==> src/rtl/reorder_buffer.sv <==
// reorder_buffer: circular in-order retirement buffer with out-of-order
// writeback, branch mispredict flush and optional retired-instruction counter.
// Optional feature macro: ROB_COMMIT_CNT_EN (enables the commit_cnt register).
module reorder_buffer #(
   parameter int ROB_SIZE = 16,
   parameter int TAG_W    = 4
) (
   input  logic              clk,
   input  logic              rst,
   input  logic              rdy,
   input  logic              issue_valid,
   input  logic [4:0]        issue_rd,
   input  logic              issue_is_br,
   input  logic              issue_pred,
   output logic [TAG_W-1:0]  issue_tag,
   output logic              full,
   input  logic              wb_valid,
   input  logic [TAG_W-1:0]  wb_tag,
   input  logic [31:0]       wb_value,
   input  logic              wb_taken,
   output logic              commit_valid,
   output logic [4:0]        commit_rd,
   output logic [31:0]       commit_value,
   output logic [TAG_W-1:0]  commit_tag,
   output logic              flush,
   output logic [31:0]       flush_pc,
   output logic [31:0]       commit_cnt
);

   localparam logic [TAG_W:0] LP_SIZE = (TAG_W+1)'(ROB_SIZE);

   logic [TAG_W-1:0] r_head;
   logic [TAG_W-1:0] r_tail;
   logic [TAG_W:0]   r_count;

   // Per-entry payload kept in plain arrays (no reset needed: busy gates use)
   logic [4:0]       r_rd    [ROB_SIZE];
   logic [31:0]      r_value [ROB_SIZE];

   // Per-entry flags gathered from the generate blocks below
   logic [ROB_SIZE-1:0] w_busy;
   logic [ROB_SIZE-1:0] w_ready;
   logic [ROB_SIZE-1:0] w_is_br;
   logic [ROB_SIZE-1:0] w_pred;
   logic [ROB_SIZE-1:0] w_taken;

   logic w_alloc;
   logic w_commit;
   logic w_mispredict;
   logic w_wb;

   assign issue_tag = r_tail;
   assign full      = (r_count == LP_SIZE);

   // Datapath qualifiers; full comes from the registered count, so a
   // commit cannot open a slot for an allocate in the same cycle.
   always_comb begin
      w_alloc      = rdy & issue_valid & ~full;
      w_commit     = rdy & w_busy[r_head] & w_ready[r_head];
      w_mispredict = w_commit & w_is_br[r_head] & (w_taken[r_head] != w_pred[r_head]);
      w_wb         = rdy & wb_valid & w_busy[wb_tag];
   end

   // Per-entry status flags. Allocate only targets a non-busy slot and
   // writeback only a busy one, so they never collide on the same entry.
   for (genvar gi = 0; gi < ROB_SIZE; gi++) begin : gen_entry
      localparam logic [TAG_W-1:0] LP_IDX = TAG_W'(gi);
      logic r_busy;
      logic r_ready;
      logic r_is_br;
      logic r_pred;
      logic r_taken;

      // Flag update: flush clears everything, otherwise alloc/commit/wb
      always_ff @(posedge clk) begin
         if (rst) begin
            r_busy  <= 1'b0;
            r_ready <= 1'b0;
            r_is_br <= 1'b0;
            r_pred  <= 1'b0;
            r_taken <= 1'b0;
         end else if (rdy) begin
            if (w_mispredict) begin
               r_busy  <= 1'b0;
               r_ready <= 1'b0;
            end else begin
               if (w_alloc && (r_tail == LP_IDX)) begin
                  r_busy  <= 1'b1;
                  r_ready <= 1'b0;
                  r_is_br <= issue_is_br;
                  r_pred  <= issue_pred;
               end else if (w_commit && (r_head == LP_IDX)) begin
                  r_busy  <= 1'b0;
                  r_ready <= 1'b0;
               end
               if (w_wb && (wb_tag == LP_IDX) && !(w_commit && (r_head == LP_IDX))) begin
                  r_ready <= 1'b1;
                  r_taken <= wb_taken;
               end
            end
         end
      end

      assign w_busy[gi]  = r_busy;
      assign w_ready[gi] = r_ready;
      assign w_is_br[gi] = r_is_br;
      assign w_pred[gi]  = r_pred;
      assign w_taken[gi] = r_taken;
   end

   // Payload writes; dropped during a flush cycle
   always_ff @(posedge clk) begin
      if (!rst && rdy && !w_mispredict) begin
         if (w_alloc) begin
            r_rd[r_tail] <= issue_rd;
         end
         if (w_wb) begin
            r_value[wb_tag] <= wb_value;
         end
      end
   end

   // Head/tail/count bookkeeping
   always_ff @(posedge clk) begin
      if (rst) begin
         r_head  <= '0;
         r_tail  <= '0;
         r_count <= '0;
      end else if (rdy) begin
         if (w_mispredict) begin
            r_head  <= '0;
            r_tail  <= '0;
            r_count <= '0;
         end else begin
            if (w_alloc) begin
               r_tail <= r_tail + 1'b1;
            end
            if (w_commit) begin
               r_head <= r_head + 1'b1;
            end
            case ({w_alloc, w_commit})
               2'b10:   r_count <= r_count + 1'b1;
               2'b01:   r_count <= r_count - 1'b1;
               default: r_count <= r_count;
            endcase
         end
      end
   end

   // Registered retirement outputs; pulses drop in any non-commit cycle
   always_ff @(posedge clk) begin
      if (rst) begin
         commit_valid <= 1'b0;
         commit_rd    <= '0;
         commit_value <= '0;
         commit_tag   <= '0;
         flush        <= 1'b0;
         flush_pc     <= '0;
      end else if (rdy) begin
         commit_valid <= w_commit;
         flush        <= w_mispredict;
         if (w_commit) begin
            commit_rd    <= w_is_br[r_head] ? 5'd0 : r_rd[r_head];
            commit_value <= r_value[r_head];
            commit_tag   <= r_head;
         end
         if (w_mispredict) begin
            flush_pc <= r_value[r_head];
         end
      end else begin
         commit_valid <= 1'b0;
         flush        <= 1'b0;
      end
   end

`ifdef ROB_COMMIT_CNT_EN
   logic [31:0] r_commit_cnt;

   // Retired-instruction counter, wraps naturally at 2^32
   always_ff @(posedge clk) begin
      if (rst) begin
         r_commit_cnt <= '0;
      end else if (w_commit) begin
         r_commit_cnt <= r_commit_cnt + 32'd1;
      end
   end

   assign commit_cnt = r_commit_cnt;
`else
   assign commit_cnt = 32'd0;
`endif

endmodule

==> config.mk <==
export PLATFORM = sky130hd
export DESIGN_NAME = reorder_buffer
export DESIGN_NICKNAME = d
export VERILOG_FILES = /design/src/rtl/reorder_buffer.sv
export SDC_FILE = /design/constraint.sdc
export NUM_CORES = 1
export LEC_CHECK = 0
export CORE_ASPECT_RATIO = 1.2
export CORE_MARGIN = 5
export CORE_UTILIZATION = 25
export CTS_CLUSTER_DIAMETER = 100
export DETAILED_ROUTE_END_ITERATION = 10
export PLACE_DENSITY_LB_ADDON = 0.1
export SYNTH_ARGS = -nofsm -noshare
export SYNTH_HDL_FRONTEND = slang
export SYNTH_SLANG_ARGS = --single-unit
==> constraint.sdc <==
create_clock -name clk -period 5.9 [get_ports clk]
set_input_delay 1.18 -clock clk [delete_from_list [all_inputs] [get_ports clk]]
set_output_delay 1.18 -clock clk [all_outputs]
set_load 0.05 [all_outputs]
==> results of run 1 <==
==> metal layers <==
layer,part of all wire,global-route usage
met5,0.00023,0
met2,0.51,0.2368
met1,0.43,0.1686
met3,0.035,0.02122
met4,0.023,0.03898
==> sequential cells by signal (all words and copies together) (netlist names), 5 cells and up, named ones only <==
signal             flops
r_value              512
r_rd                  80
commit_value          32
flush_pc              32
gen_entry.r_busy      16
gen_entry.r_is_br     16
gen_entry.r_pred      16
gen_entry.r_ready     16
gen_entry.r_taken     16
commit_rd              5
r_count                5
==> cell type report <==
class	instances	area share
inverters	10	0.001036
multi-input cells	855	0.2356
clock buffers	117	0.06816
flip-flops and latches	764	0.5859
well taps	1562	0.05393
clock inverters	44	0.01174
repair buffers	163	0.04357
==> Yosys cell counts, types with 2 or more instances <==
cell type | number | share of area
a21oi_1 | 61 | 0.010
mux2_2 | 5 | 0.0019
buf_6 | 9 | 0.0033
buf_4 | 39 | 0.0097
o21a_1 | 2 | 0.00050
inv_1 | 10 | 0.0012
a22oi_1 | 7 | 0.0017
nor2_1 | 112 | 0.014
mux4_2 | 202 | 0.15
or2_2 | 3 | 0.00062
nor3b_1 | 6 | 0.0015
o21ai_0 | 21 | 0.0035
a21o_1 | 2 | 0.00050
or4_1 | 4 | 0.00099
xor2_1 | 4 | 0.0012
nor3_1 | 19 | 0.0031
dfxtp_1 | 172 | 0.11
and3_1 | 8 | 0.0017
buf_1 | 17 | 0.0021
nand2b_1 | 55 | 0.011
nand2_1 | 134 | 0.017
and2_1 | 4 | 0.00083
nor4b_1 | 6 | 0.0017
nor2b_1 | 9 | 0.0019
o22ai_1 | 2 | 0.00041
ha_1 | 11 | 0.0045
edfxtp_1 | 592 | 0.59
a31oi_1 | 2 | 0.00041
mux4_1 | 4 | 0.0035
nand3b_1 | 6 | 0.0015
xnor2_1 | 3 | 0.00087
buf_2 | 5 | 0.00083
a211oi_1 | 14 | 0.0035
nor4_1 | 5 | 0.0010
nor4bb_1 | 2 | 0.00066
clkbuf_1 | 65 | 0.0081
nand3_1 | 15 | 0.0025
mux2i_1 | 81 | 0.027
==> cells by family after synthesis <==
family / synth area share
adder cells (fa/ha/maj): 0.005206
XOR/XNOR: 0.002024
AO/OA/AOI/OAI: 0.02223
flip-flops: 0.7007
buffers and inverters: 0.02574
other: 0.0001238
multiplexers: 0.1823
AND/OR/NAND/NOR: 0.06164
==> report_power, final <==
group	total [mW]	internal (mW)	switching, mW
Clock	5.50	3.29	2.21
Combinational	0.227	0.0545	0.173
Sequential	5.80	5.79	0.00452
==> critical path: stages (launching register included) <==
cell,delay (ns)
dfxtp_1,0.34
buf_4,0.39
mux4_2,0.60
a22oi_1,0.22
nand3_1,0.14
xnor2_1,0.28
nor3b_4,0.08
or2_4,0.45
nor2b_4,0.70
buf_4,0.41
==> how the worst max path moves through the flow <==
stage	from	endpoint	cells after the start	slack, ns
CTS	r_head[0]$_SDFFE_PP0P_	r_value[12][26]$_DFFE_PP_	9	1.76
global placement	rdy	gen_entry[15].r_pred$_SDFFE_PP0P_	8	1.54
global route	r_head[0]$_SDFFE_PP0P_	r_value[12][26]$_DFFE_PP_	9	1.62
detailed placement	rdy	gen_entry[15].r_pred$_SDFFE_PP0P_	8	1.47
floorplan	r_head[0]$_SDFFE_PP0P_	r_value[5][0]$_DFFE_PP_	10	1.70
finish	r_head[0]$_SDFFE_PP0P_	r_value[12][26]$_DFFE_PP_	9	1.93
==> stage by stage <==
| step | area, um2 | instances | setup slack (ns) |
|---|---|---|---|
| 4_1_cts | 36240 | 3515 | 1.759 |
| 6_report | 36240 | 3515 | 1.927 |
| 3_5_place_dp | 33340 | 3354 | 1.468 |
| 2_1_floorplan | 30400 | 1765 | 1.699 |
| 5_1_grt | 36240 | 3515 | 1.615 |
| 3_3_place_gp | 33340 | 3354 | 1.543 |
==> impl_metrics.py, run 1 <==
metrics = {
    "hold_path": {
        "hold_class": "reg -> reg",
        "hp-start": "commit_value[13]$_SDFFE_PP0P_",
        "whs_endpoint": "commit_value[13]$_SDFFE_PP0P_",
        "holdPathStages": 2,
    },
    "worst_setup_path": {
        "rr_endpoint": "r_value[12][26]$_DFFE_PP_",
        "critPathCaptureType": "flip-flop",
        "worst-setup-path-type": "reg -> reg",
        "required_ns": 6.22,
        "r2r_setup_slack_ns": 1.93,
        "cp.arrival_ns": 4.30,
        "critPathLaunchType": "flip-flop",
        "worstPathMaxFanout": 31,
        "crit-reg2reg-launch": "r_head[0]$_SDFFE_PP0P_",
        "ff2ff_path_depth": 9,
    },
    "floorplanning": {
        "initial_utilization": 0.2506,
        "die_w_um": 327.7,
        "die_y_um": 391.3,
        "ioPinCount": 161,
        "die-area_um2": 128200,
        "rows": 140,
        "core_area_um2": 120900,
    },
    "layout": {
        "layout_commonest_cell": "edfxtp_1",
        "multiInputGateArea_um2": 8538,
        "fillers": 11930,
        "fin_util": 0.2998,
        "antennaDiodeCount": 0,
        "nets": 1943,
        "seqCellArea_um2": 21230,
        "area_delta_synth_final_pct": 19.66,
        "drive_gt1_frac": 0.2038,
        "mostFrequentLayoutCells": "592 x edfxtp_1, 202 x mux4_2, 168 x dfxtp_1, 134 x nand2_1, 127 x clkdlybuf4s50_1",
    },
    "clock_tree": {
        "htree_levels": 3,
        "numCtsBuffers": 88,
        "cts_hold_buf": 0,
        "ctsResizeCount": 0,
        "cts_sinks": 764,
        "clockBufferDepth": 3,
        "postCtsSetupRepairBufs": 0,
        "clock_latency_ns": 0.66,
        "cts_tree": "done",
        "cts_root_buf": "clkbuf_16",
        "clk_pin_slew_worst_paths_ns": 0.06,
    },
    "global_route": {
        "grt_max_degree": 87,
        "grt_pass1_wl_mm": 124.5,
        "first_global_vias": 17230,
        "track_usage": 0.1335,
        "grt_overflow": 0,
        "antenna_found_initial": 5,
    },
    "placement": {
        "dp_hpwl_mm": 52.07,
        "portBuffers": 128,
        "gp_congestion": 0.7782,
    },
    "synthesis": {
        "synth-warning-count": 0,
        "ys_seq_area_frac": 0.7007,
        "synth_edf_count": 592,
        "synth.cell_area_um2": 30280,
        "synth_cells": 1734,
        "synth.distinct_cells": 54,
        "async_flop_share": 0,
        "ys.flop_type": "edfxtp_1",
        "ys_ff_latch": 764,
        "synth.avg_cell_area_um2": 17.46,
    },
    "sta": {
        "slew_headroom": 0.3185,
        "hold_slack_ns": 0.4536,
        "worst_slew_pin_slew_ns": 1.022,
        "max_freq_ghz": 0.2517,
        "finalHoldViolCount": 0,
        "clock_skew_ns": 0.02411,
        "setup_tns_ns": 0,
        "rsz0062_at_grt": "false",
        "drv_slew": 0,
        "period_minus_slack_ns": 3.973,
        "final-setup-viol-count": 0,
        "fin_crit_sh": 0.6734,
    },
    "run_status": {
        "outcome": "finished, final reports clean",
    },
    "routing": {
        "num_vias": 15870,
        "wl_per_cell_um": 24.53,
        "firstDrtPassIters": 7,
        "post_drt_via_cell_ratio": 4.515,
        "ant_nets": 0,
        "drt_wl_total_mm": 86.23,
        "drcViolationCount": 0,
        "drt_first_iter_violations": 920,
    },
    "power_and_ir_drop": {
        "ir_drop_mv": 0.2027,
        "power-per-cell-area_nw_per_um2": 318.2,
        "p_total_mw": 11.53,
        "p_leak_nw": 11.04,
    },
    "run": {
        "drv_cap": 0,
    },
}
No activity file was read; power rests on OpenSTA's default activity.
==> run 2, diff against run 1 <==
==> constraint.sdc (replaced) <==
create_clock -name clk -period 3.8 [get_ports clk]
set_input_delay 0.76 -clock clk [delete_from_list [all_inputs] [get_ports clk]]
set_output_delay 0.76 -clock clk [all_outputs]
set_load 0.05 [all_outputs]
==> run 2 against run 1 <==
- non-clock buffer count is 62 higher
- register-to-register slack worse by 1.7 ns
- hold slack hardly changed
- global-route usage hardly changed
- final cell count is 1.9% higher
- critical path type unchanged
- largest cell class unchanged
- highest routed layer unchanged
==> impl_metrics.py, run 2 (same netlist as run 1, synthesis figures left out) <==
metrics = {
    "global_route": {
        "antenna_found_initial": 3,
        "first_global_vias": 17210,
        "track_usage": 0.1337,
        "grt_pass1_wl_mm": 125.2,
        "grt_max_degree": 91,
        "grt_overflow": 0,
    },
    "hold_path": {
        "holdPathStages": 2,
        "hold_class": "reg -> reg",
    },
    "worst_setup_path": {
        "slowest_delay_ns": 0.91,
        "worst-setup-path-type": "reg -> reg",
        "slowest_stage": "nor2_4",
        "ff2ff_path_depth": 7,
        "path_cells": "buf_12 -> mux4_1 -> mux4_2 -> nor3b_4 -> or2_4 -> nor2_4 -> buf_12",
        "cp.arrival_ns": 3.95,
        "critPathCaptureType": "flip-flop",
        "cpMostUsedCell": "buf_12",
        "critPathLaunchType": "flip-flop",
        "required_ns": 4.15,
        "worstPathMaxFanout": 23,
        "cp_num_buf_inv": 2,
        "worst_path_dominant_cell_family": "simple AND/OR/NAND/NOR gates",
        "cp_num_cells": 7,
    },
    "sta": {
        "period_minus_slack_ns": 3.604,
        "final-setup-viol-count": 0,
        "slew_headroom": 0.2424,
        "worst_slew_pin_slew_ns": 1.134,
        "drv_slew": 0,
        "max_freq_ghz": 0.2775,
        "rsz0062_at_grt": "false",
        "hold_slack_ns": 0.4535,
        "fin_crit_sh": 0.9484,
        "finalHoldViolCount": 0,
        "clock_skew_ns": 0.01706,
    },
    "placement": {
        "dp_hpwl_mm": 54.67,
        "portBuffers": 128,
        "dpl_cell_area_um2": 33930,
        "gp_congestion": 0.7833,
    },
    "floorplanning": {
        "ioPinCount": 161,
        "rows": 140,
        "die_w_um": 327.7,
        "core_area_um2": 120900,
        "initial_utilization": 0.2506,
        "die_y_um": 391.3,
        "die-area_um2": 128200,
    },
    "routing": {
        "num_vias": 16070,
        "wl_per_cell_um": 24.06,
        "firstDrtPassIters": 5,
        "post_drt_via_cell_ratio": 4.487,
        "ant_nets": 0,
        "drcViolationCount": 0,
        "drt_wl_total_mm": 86.18,
        "drt_first_iter_violations": 1105,
    },
    "clock_tree": {
        "clock_latency_ns": 0.65,
        "cts_root_buf": "clkbuf_16",
        "numCtsBuffers": 88,
        "htree_levels": 3,
        "cts_tree": "done",
        "clockBufferDepth": 3,
        "clk_pin_slew_worst_paths_ns": 0.06,
        "cts_sinks": 764,
    },
    "power_and_ir_drop": {
        "ir_drop_mv": 0.2788,
        "p_leak_nw": 11.44,
        "power-per-cell-area_nw_per_um2": 485.4,
    },
    "layout": {
        "reg_top3": "r_value x512, r_rd x80",
        "nets": 2005,
        "fin_util": 0.3067,
        "drive_gt1_frac": 0.2354,
        "layout_commonest_cell": "edfxtp_1",
        "largest_reg_flops": 512,
        "mostFrequentLayoutCells": "592 x edfxtp_1, 202 x mux4_2, 167 x dfxtp_1, 134 x nand2_1, 127 x clkdlybuf4s50_1",
        "fillers": 11830,
        "area_delta_synth_final_pct": 22.39,
        "design_area_um2": 37060,
        "regMostFlops": "r_value",
    },
    "run_status": {
        "outcome": "finished, final reports clean",
    },
    "run": {
        "drv_cap": 0,
    },
}
-- run 2: power by group --
part / internal [mW] / leakage [nW] / switching (mW) / total, mW
combinational: 0.0966 / 3.28 / 0.276 / 0.372
clock: 5.13 / 1.45 / 3.49 / 8.62
sequential: 9.00 / 6.71 / 0.00792 / 9.00
total: 14.2 / 11.4 / 3.77 / 18.0
-- run 2: worst reg2reg max path: stages, from the launching register on --
cell     delay [ns]
dfxtp_2        0.38
buf_12         0.15
mux4_1         0.56
mux4_2         0.52
nor3b_4        0.19
or2_4          0.36
nor2_4         0.91
buf_12         0.24
-- run 2: final timing paths --
check | from | to | slack [ns]
worst max-delay path | r_head[0]$_SDFFE_PP0P_ | r_value[4][20]$_DFFE_PP_ | 0.20
worst min-delay path | commit_tag[2]$_SDFFE_PP0P_ | commit_tag[2]$_SDFFE_PP0P_ | 0.45
worst max register to register | r_head[0]$_SDFFE_PP0P_ | r_value[4][20]$_DFFE_PP_ | 0.20
worst min register to register | commit_tag[2]$_SDFFE_PP0P_ | commit_tag[2]$_SDFFE_PP0P_ | 0.45
-- run 2: layer usage --
layer  up-vias  routed length (um)  GRT usage
li1       7146                   -          -
met1      8418               37520     0.1763
met2       398               42240     0.2243
met3       108                4156    0.02517
met4         2                2251    0.04155
met5         -                  13          0
-- run 2: what timing repair did --
| action | in CTS | in global routing |
|---|---|---|
| pin swaps | 1 | 5 |
| buffers inserted | 0 | 16 |
| hold buffers | 0 | 0 |
| gates cloned | 0 | 0 |
| gates resized for setup | 0 | 5 |
| setup endpoints to repair | 8 | 124 |
-- run 2: cell type report --
cell class / count / area [um2] / share of cell area
antenna: 2 / 5.005 / 0.0001350
clock buffer: 118 / 2504 / 0.06755
clock inverter: 46 / 466.7 / 0.01259
inverter: 10 / 37.54 / 0.001013
multi-input combinational: 855 / 8544 / 0.2305
sequential: 764 / 21230 / 0.5729
tap: 1562 / 1954 / 0.05273
timing repair buffer: 225 / 2318 / 0.06255
-- run 2: stage by stage --
stage | power, mW | cells | setup slack, ns | TNS [ns]
floorplan | 9.376 | 1765 | -0.4013 | -137.18
global placement | 9.556 | 3400 | -0.01568 | -0.1542
detailed placement | 9.560 | 3400 | -0.02387 | -0.4315
CTS | 18.31 | 3564 | 0.007431 | 0
global route | 18.69 | 3580 | 0.02183 | 0
finish | 17.99 | 3582 | 0.1959 | 0
